===== config.mk =====
export PLATFORM = sky130hd
export DESIGN_NAME = lift_req_queue
export DESIGN_NICKNAME = d
export VERILOG_FILES = /design/src/rtl/lift_req_queue.sv
export SDC_FILE = /design/constraint.sdc
export NUM_CORES = 1
export LEC_CHECK = 0
export ABC_AREA = 1
export BUFFER_PORTS_ARGS = -buffer_cell sky130_fd_sc_hd__buf_4
export CAP_MARGIN = 20
export CORE_MARGIN = 4
export CORE_UTILIZATION = 50
export CTS_CLUSTER_SIZE = 8
export DETAILED_ROUTE_END_ITERATION = 16
export PLACE_DENSITY = 0.7
export SLEW_MARGIN = 20
export SYNTH_ARGS = -nofsm -noshare
export SYNTH_HDL_FRONTEND = slang
export SYNTH_SLANG_ARGS = --single-unit

===== constraint.sdc =====
create_clock -name clk -period 2.1 [get_ports clk]
set_input_delay 0.105 -clock clk [delete_from_list [all_inputs] [get_ports clk]]
set_output_delay 0.105 -clock clk [all_outputs]
set_load 0.05 [all_outputs]

===== src/rtl/lift_req_queue.sv =====
// Hall-call request capture and FIFO: edge-detects button levels into sticky pending
// bits and queues one request code per cycle. Optional macro: LIFT_REQ_DEDUP_EN.
module lift_req_queue #(
    parameter int unsigned DEPTH = 4
) (
    input  logic       clk,
    input  logic       rst_n,
    input  logic [5:0] btn,
    input  logic       done,
    output logic [2:0] req_code,
    output logic       q_empty,
    output logic       q_full,
    output logic [3:0] q_count
);

    localparam int unsigned PW      = (DEPTH > 1) ? $clog2(DEPTH) : 1;
    localparam logic [3:0]  DEPTH_C = 4'(DEPTH);

    function automatic logic [2:0] idx2code(input logic [2:0] idx);
        logic [2:0] code;
        case (idx)
            3'd0:    code = 3'b001;
            3'd1:    code = 3'b010;
            3'd2:    code = 3'b011;
            3'd3:    code = 3'b110;
            3'd4:    code = 3'b111;
            3'd5:    code = 3'b100;
            default: code = 3'b000;
        endcase
        return code;
    endfunction

    function automatic logic [5:0] code2mask(input logic [2:0] code);
        logic [5:0] m;
        case (code)
            3'b001:  m = 6'b000001;
            3'b010:  m = 6'b000010;
            3'b011:  m = 6'b000100;
            3'b110:  m = 6'b001000;
            3'b111:  m = 6'b010000;
            3'b100:  m = 6'b100000;
            default: m = '0;
        endcase
        return m;
    endfunction

    logic [5:0]    btn_q;
    logic [5:0]    pend_q, pend_d;
    logic [5:0]    inq_q, inq_d;
    logic [PW-1:0] wr_ptr_q, wr_ptr_d;
    logic [PW-1:0] rd_ptr_q, rd_ptr_d;
    logic [3:0]    count_q, count_d;
    logic [2:0]    mem_q [DEPTH];

    logic [5:0]    rise;
    logic [5:0]    sel_mask;
    logic          cand_valid;
    logic [2:0]    cand_idx;
    logic          do_push;
    logic          do_pop;
    logic [5:0]    push_mask;
    logic [5:0]    pop_mask;
    logic [2:0]    push_code;

    always_comb begin
        rise = btn & ~btn_q;

`ifdef LIFT_REQ_DEDUP_EN
        sel_mask = pend_q & ~inq_q;
`else
        sel_mask = pend_q;
`endif

        cand_valid = 1'b0;
        cand_idx   = '0;
        for (int unsigned i = 0; i < 6; i++) begin
            if (sel_mask[i] && !cand_valid) begin
                cand_valid = 1'b1;
                cand_idx   = 3'(i);
            end
        end

        // Full check uses the registered count, so a same-cycle pop never frees a slot early.
        do_push   = cand_valid && (count_q < DEPTH_C);
        do_pop    = done && (count_q != '0);
        push_code = idx2code(cand_idx);
        push_mask = do_push ? (6'(1) << cand_idx) : '0;
        pop_mask  = do_pop ? code2mask(mem_q[rd_ptr_q]) : '0;

        // A fresh rise in the push cycle survives the clear and becomes a new request.
        pend_d = (pend_q & ~push_mask) | rise;
        inq_d  = (inq_q & ~pop_mask) | push_mask;

        wr_ptr_d = do_push ? PW'(wr_ptr_q + 1'b1) : wr_ptr_q;
        rd_ptr_d = do_pop  ? PW'(rd_ptr_q + 1'b1) : rd_ptr_q;

        count_d = count_q;
        case ({do_push, do_pop})
            2'b10:   count_d = count_q + 4'd1;
            2'b01:   count_d = count_q - 4'd1;
            default: count_d = count_q;
        endcase
    end

    always_ff @(posedge clk) begin
        if (!rst_n) begin
            btn_q    <= '1;
            pend_q   <= '0;
            inq_q    <= '0;
            wr_ptr_q <= '0;
            rd_ptr_q <= '0;
            count_q  <= '0;
        end else begin
            btn_q    <= btn;
            pend_q   <= pend_d;
            inq_q    <= inq_d;
            wr_ptr_q <= wr_ptr_d;
            rd_ptr_q <= rd_ptr_d;
            count_q  <= count_d;
        end
    end

    always_ff @(posedge clk) begin
        if (rst_n && do_push) begin
            mem_q[wr_ptr_q] <= push_code;
        end
    end

    assign q_empty  = (count_q == '0);
    assign q_full   = (count_q == DEPTH_C);
    assign q_count  = count_q;
    assign req_code = q_empty ? 3'b000 : mem_q[rd_ptr_q];

endmodule

==> results of run 1 <==
[area by class of cell]
type | instances | area share, %
Timing Repair Buffer | 25 | 10.6
Clock buffer | 8 | 3.08
Inverter | 29 | 5.77
Sequential cell | 34 | 42.5
Tap cell | 44 | 2.89
Multi-Input combinational cell | 114 | 35.2
[through the flow]
step	TNS, ps	setup WS [ps]	utilization [%]	instance area, sq um
finish	0	203	63.0	1910
global route	0	35.6	63.0	1910
CTS	0	188	63.0	1910
detailed placement	0	190	59.0	1790
global placement	0	238	59.0	1790
floorplan	-711	-268	-	1610
[worst paths after layout]
kind,from,to,slack [ps],cells after the start
worst max-delay path,q_count[3],q_count[2],200,13
worst min-delay path,rst_n,btn_q[2],40,2
worst max register to register,q_count[3],q_count[2],200,13
worst min register to register,btn_q[2],pend_q[2],490,2
[placed cells by master (no fill, tap or decap), types with 2 or more instances in the layout]
master / n
a21oi_1: 17
buf_4: 19
clkbuf_1: 2
clkbuf_4: 5
dfxtp_1: 19
dfxtp_4: 2
dlygate4sd3_1: 6
edfxtp_1: 12
ha_1: 6
inv_1: 27
nand2_1: 19
nand2_2: 2
nand3_1: 6
nand3_2: 2
nor2_1: 21
nor2_2: 3
nor2_4: 3
o21ai_0: 10
o21ai_1: 7
or2_2: 6
[critical path, cell delays in order (launching register included)]
cell and delay, ps:
dfxtp_4 370, nor2_4 140, inv_2 70, nor3_4 210, nor2_4 90, ha_4 180, nand2_2 80, clkinv_2 70
nor2_4 100, ha_1 150, a21oi_1 50, xnor2_1 140, o21ai_1 110, inv_1 40
[power groups by stage]
stage               clock network, uW  registers (uW)  logic (uW)
floorplan                           0            1010         796
global placement                    0             927        1180
CTS                               386             916        1220
global route                      421             933        1330
detailed placement                  0             931        1210
finish                            366             915        1210
[registers in the layout (all words and copies together), names as in the netlist, named ones only]
register  cells
mem_q        12
wr_ptr_q      2
rd_ptr_q      2
q_count       4
pend_q        6
btn_q         6
[routing by layer]
metal,track usage (%),up-vias
li1,-,644
met1,17.9,567
met2,29.8,18
met3,4.75,6
met4,7.12,0
met5,0,-
[logic make-up after synthesis]
| family | after synthesis |
|---|---|
| adders and majority gates | 7 |
| xor gates and xnor gates | 2 |
| buffers and inverters | 31 |
| and+or+nand+nor | 66 |
| DFF | 34 |
| AOI/OAI and AO/OA | 39 |
[timing repair]
action | CTS | global route
endpoints found under the hold margin | 6 | 0
hold buffers | 6 | 0
setup buffers | 0 | 0
==> impl_metrics.tcl, run 1 <==
set metrics [dict create \
    clock_latency_ps 330 \
    crit_fanout 6 \
    timing.hold.ws_ps 35.3 \
    setup_repair_after_global_routing_missed_its_margin "no" \
    placement.io_buffers 17 \
    skew_ps 6.02 \
    synth_xor_area_share_pct 1.11 \
    number_of_distinct_standard_cells_referenced_by_the_synthesized_netlist 30 \
    synth.yosys.warnings 0 \
    synth_enable_flop_cells 12 \
    wire_length_of_the_first_global_routing_pass_um 5270 \
    status "completed" \
    cts_root_buf "clkbuf_4" \
    clock_sink_count 34 \
    dpl.cell_count 240 \
    post_route_cells_drive_above_1_share_pct 23.8 \
    ctsResizeCount 0 \
    synthMostInstantiatedCell "inv_1" \
    netlist_top_cells_count "inv_1 (27), dfxtp_1 (22), nor2_1 (21)" \
    setup_violations 0 \
    gpl.final_weighted_congestion 0.839 \
    vertical_extent_of_the_die_um 64.2 \
    slew-limit-headroom_pct 66.2 \
    ys_top_cells_by_area "dfxtp_1 (28%), edfxtp_1 (23%), inv_1 (6.4%), ha_1 (5.6%), a21oi_1 (5.4%)" \
    finalMaxSlewViolations 0 \
    syn-num-nets 195 \
    multi_input_area_sq_um 671 \
    gr-usage-all-layers_pct 16.5 \
    ant_nets 0 \
    vias_in_the_first_global_route 1238 \
    route.detailed.vias_per_inst 4.86 \
    proportion_of_power_drawn_by_the_clock_network_pct 14.7 \
    effective_utilization_at_floorplan_pct 52.1 \
    post-synth-top-area-cell "dfxtp_1" \
    final_wirelength_um 2900 \
    area_fraction_in_and_or_nand_and_nor_cells_after_synthesis_pct 21.3 \
    power.share.combinational_pct 48.6 \
    netSwitchingPower_uw 1120 \
    layout_worst_path_cycle_share_pct 90.3 \
    filler_cell_count 265 \
    total_number_of_vias 1235 \
    synthToLayoutAreaGrowth_pct 20.9 \
    antenna_found_initial 0 \
    largest_family_of_logic_cells_by_synthesized_area "simple AND/OR/NAND/NOR gates" \
    detailedRoute.firstIterationViolations 23 \
    cts_buffers 5 \
    row_count 20 \
    drt_pass1_iterations 4 \
    irDropWorstVdd_uv 883 \
    antenna_cells_inserted 0 \
    synthesized_area_fraction_occupied_by_ao_oa_aoi_and_oai_cells_pct 13.2 \
    io-pin-count 18 \
    detail_route.drc_violations 0 \
    fp.coreArea_sq_um 3030 \
    tightestPinTransition_ps 502 \
    detailroute.wirelength.met3_um 126 \
    num-nets-final 225 \
    top_layer_used "met4" \
    worst_path_class_setup "flip-flop to flip-flop" \
    fin_total_pwr_uw 2490 \
    htree_levels 2 \
    cts.clk_slew.worst_paths_ps 100 \
    maxClockFrequency_mhz 527 \
    met1Wirelength_um 1260 \
    post_synth_fa_ha_maj_area_fraction_pct 5.55 \
    holdCritPathClass "input port to flip-flop" \
    die_width_um 64.2 \
    asyncSetResetFlopFracSynth_pct 0 \
    power.share.switching_pct 44.7 \
    p_int_uw 1380 \
    critical_path.startpoint_type "flip-flop" \
    final-seq-area_sq_um 810 \
    cap_viol_max_count 0 \
    syn-cell-area_sq_um 1580 \
    hpwl_um 2200 \
    number_of_cells_produced_by_synthesis 179 \
    crit_path_end_kind "flip-flop" \
    synth.ff_latch_count 34 \
    cts.path.max_buffers 2 \
    p_leak_uw 0.000828 \
    post_drt_wl_per_cell_um 11.4 \
    synthesis.area_per_instance_sq_um 8.81 \
    globalRouteOverflowTotal 0 \
    synth_ff_type "dfxtp_1" \
    critPathArrivalTime_ps 2130 \
    p_seq_share_pct 36.7 \
    timing.final.crit_period_ps 1900 \
    muxShareOfSynthArea_pct 0 \
    final_instance_count_excl_fillers 254 \
    grt_start_max_net_pins 12 \
    pwr_density_cell_nw_per_um2 1310 \
    yosys.area.top_type_share_pct 27.9 \
    dr_wl_met2_um 1470 \
    yosysSeqAreaShare_pct 50.8 \
    required_time_of_the_critical_path_ps 2330 \
    tritoncts "built" \
    timing_hold_violations_final 0 \
    dieArea_sq_um 4120 \
]
Power figures use the tool's default switching activity.
==> run 2: changes to the inputs <==
--- a/config.mk
+++ b/config.mk
@@ -8,6 +8,7 @@
 export ABC_AREA = 1
 export BUFFER_PORTS_ARGS = -buffer_cell sky130_fd_sc_hd__buf_4
 export CAP_MARGIN = 20
+export CORE_ASPECT_RATIO = 1.5
 export CORE_MARGIN = 4
 export CORE_UTILIZATION = 50
 export CTS_CLUSTER_SIZE = 8
==> run 2 against run 1 <==
Clock skew up 0.90 ps. Core utilization up 1.5 points. Sequential cell count unchanged. Highest routed layer unchanged. Critical path depth unchanged. Die area up 0.45%. Non-clock buffer count down 3. Cell count down 3.1%. Largest cell class unchanged.
==> impl_metrics.tcl, run 2 (synthesis gave the netlist of run 1 again) <==
set metrics [dict create \
    r2r.worst_path.cells 13 \
    skew_ps 6.92 \
    detailed_place.area_sq_um 1790 \
    route.detailed.vias_per_inst 4.89 \
    worst_path_class_setup "flip-flop to flip-flop" \
    vertical_extent_of_the_die_um 76.8 \
    critical_path.startpoint_type "flip-flop" \
    cts_root_buf "clkbuf_8" \
    slew-limit-headroom_pct 64.2 \
    holdPathStages 3 \
    power.share.combinational_pct 45.5 \
    proportion_of_power_drawn_by_the_clock_network_pct 21.0 \
    worst_hold_startpoint "btn[1]" \
    fp.coreArea_sq_um 2970 \
    post_route_cells_drive_above_1_share_pct 24.6 \
    hpwl_um 2220 \
    p_leak_uw 0.000836 \
    clock_latency_ps 280 \
    status "completed" \
    die_width_um 53.9 \
    synthToLayoutAreaGrowth_pct 21.4 \
    largestRegisters "mem_q (12), btn_q (6), pend_q (6)" \
    most-common-layout-cells "inv_1 (27), nor2_1 (21), buf_4 (20)" \
    placement.io_buffers 17 \
    timing.hold.ws_ps 5.80 \
    final_wirelength_um 2910 \
    dpl.cell_count 236 \
    timing.critical_path.cells "nor2_4, inv_2, nor3_4, nor2_4, ha_4, nand2_2, clkinv_2, nor2_4, ha_1, a21oi_1, xnor2_1, o21ai_1, inv_1" \
    antenna_found_initial 0 \
    maxClockFrequency_mhz 525 \
    fin_total_pwr_uw 2700 \
    netSwitchingPower_uw 1130 \
    gpl.final_weighted_congestion 0.818 \
    vias_in_the_first_global_route 1193 \
    layout_setup_ws_ps 197 \
    cap_viol_max_count 0 \
    setup_violations 0 \
    worst_setup_slack_for_register_to_register_paths_ps 200 \
    r2r_start "q_count[3]" \
    worst_r2r_endpoint "q_count[2]" \
    min_to "btn_q[1]" \
    crit_fanout 6 \
    cts_buffers 5 \
    finalMaxSlewViolations 0 \
    detailedPlace.worstSlack_ps 199 \
    effective_utilization_at_floorplan_pct 53.1 \
    largest_register_ff_count 12 \
    globalRouteOverflowTotal 0 \
    setup_repair_after_global_routing_missed_its_margin "no" \
    antenna_cells_inserted 0 \
    detail_route.drc_violations 0 \
    critical_path.top_delay_family "simple AND/OR/NAND/NOR gates" \
    cp_num_buf_inv 3 \
    cts.path.max_buffers 2 \
    critical_path_cell_count 13 \
    irDropWorstVdd_uv 1060 \
    ctsResizeCount 0 \
    cp_peak_stage_delay_ps 360 \
    dieArea_sq_um 4140 \
    cts.repair_timing.setup_buffer_count 0 \
    drt_pass1_iterations 4 \
    ant_nets 0 \
    row_count 24 \
    post_drt_wl_per_cell_um 11.8 \
    tritoncts "built" \
    final_instance_count_excl_fillers 246 \
    critPathArrivalTime_ps 2080 \
    critical_path.most_common_cell "nor2_4" \
    p_int_uw 1570 \
    post-route-cell-area_sq_um 1920 \
    htree_levels 2 \
    power.share.switching_pct 41.8 \
    cts.clk_slew.worst_paths_ps 70 \
    holdCritPathClass "input port to flip-flop" \
    timing_hold_violations_final 0 \
    crit_path_end_kind "flip-flop" \
    post_cts_hold_buffer_count 2 \
    largest_register "mem_q" \
    final_common_cell "inv_1" \
    num-nets-final 222 \
    wire_length_of_the_first_global_routing_pass_um 5030 \
    pwr_density_cell_nw_per_um2 1410 \
    timing.final.crit_period_ps 1900 \
    required_time_of_the_critical_path_ps 2280 \
    critPathSlowestCell "dfxtp_4" \
    total_number_of_vias 1203 \
    tightestPinTransition_ps 532 \
    layout_worst_path_cycle_share_pct 90.6 \
    gr-usage-all-layers_pct 16.6 \
    p_seq_share_pct 33.5 \
    clock_sink_count 34 \
    io-pin-count 18 \
    grt_start_max_net_pins 12 \
    detailedRoute.firstIterationViolations 12 \
]
==> run 2: cell count changes in the layout (fill, tap and decap cells not counted), sizes merged <==
cell / previous run / this run
buf: 19 / 20
dlygate4sd3: 6 / 2
bufinv: 0 / 1
clkbuf: 8 / 7
==> run 2: through the flow <==
stage          util, %  TNS, ps
2_1_floorplan        -     -711
3_3_place_gp      60.2        0
3_5_place_dp      60.2        0
4_1_cts           64.4        0
5_1_grt           64.4        0
6_report          64.4        0
==> run 2: power groups by stage <==
stage	Clock [uW]	Sequential, uW	Combinational, uW
2_1_floorplan	0	1010	796
3_3_place_gp	0	915	1210
3_5_place_dp	0	921	1230
4_1_cts	580	906	1240
5_1_grt	626	918	1340
6_report	566	906	1230
==> run 2: cell type report <==
| type | instances | area (sq um) |
|---|---|---|
| multi-input combinational | 114 | 671 |
| clock inverter | 1 | 30.0 |
| timing repair buffer | 22 | 170 |
| fill | 267 | 1060 |
| clock buffer | 7 | 76.3 |
| sequential | 34 | 810 |
| inverter | 29 | 110 |
| tap | 39 | 48.8 |
==> run 2: worst max-delay path by stage <==
stage / start / to / slack (ps)
3_3_place_gp: q_count[3] / q_count[2] / 230
3_5_place_dp: q_count[3] / q_count[2] / 200
2_1_floorplan: q_count[3] / q_count[2] / -270
4_1_cts: q_count[3] / q_count[2] / 180
6_report: q_count[3] / q_count[2] / 200
5_1_grt: q_count[3] / q_count[2] / 40
==> run 2: worst reg2reg max path, delay by kind of cell, from the launching register on <==
family / cells / cell delay (ps)
and+or+nand+nor: 5 / 640
adders and majority gates: 2 / 330
xor gates and xnor gates: 1 / 120
AOI/OAI and AO/OA: 2 / 170
DFF: 1 / 360
buffers and inverters: 3 / 180
==> run 2: routing by layer <==
layer  track usage [%]  share of wire (%)
met5                 0                  0
met4              6.91                2.0
met3              5.23                3.3
met2              29.4                 56
met1              16.9                 39
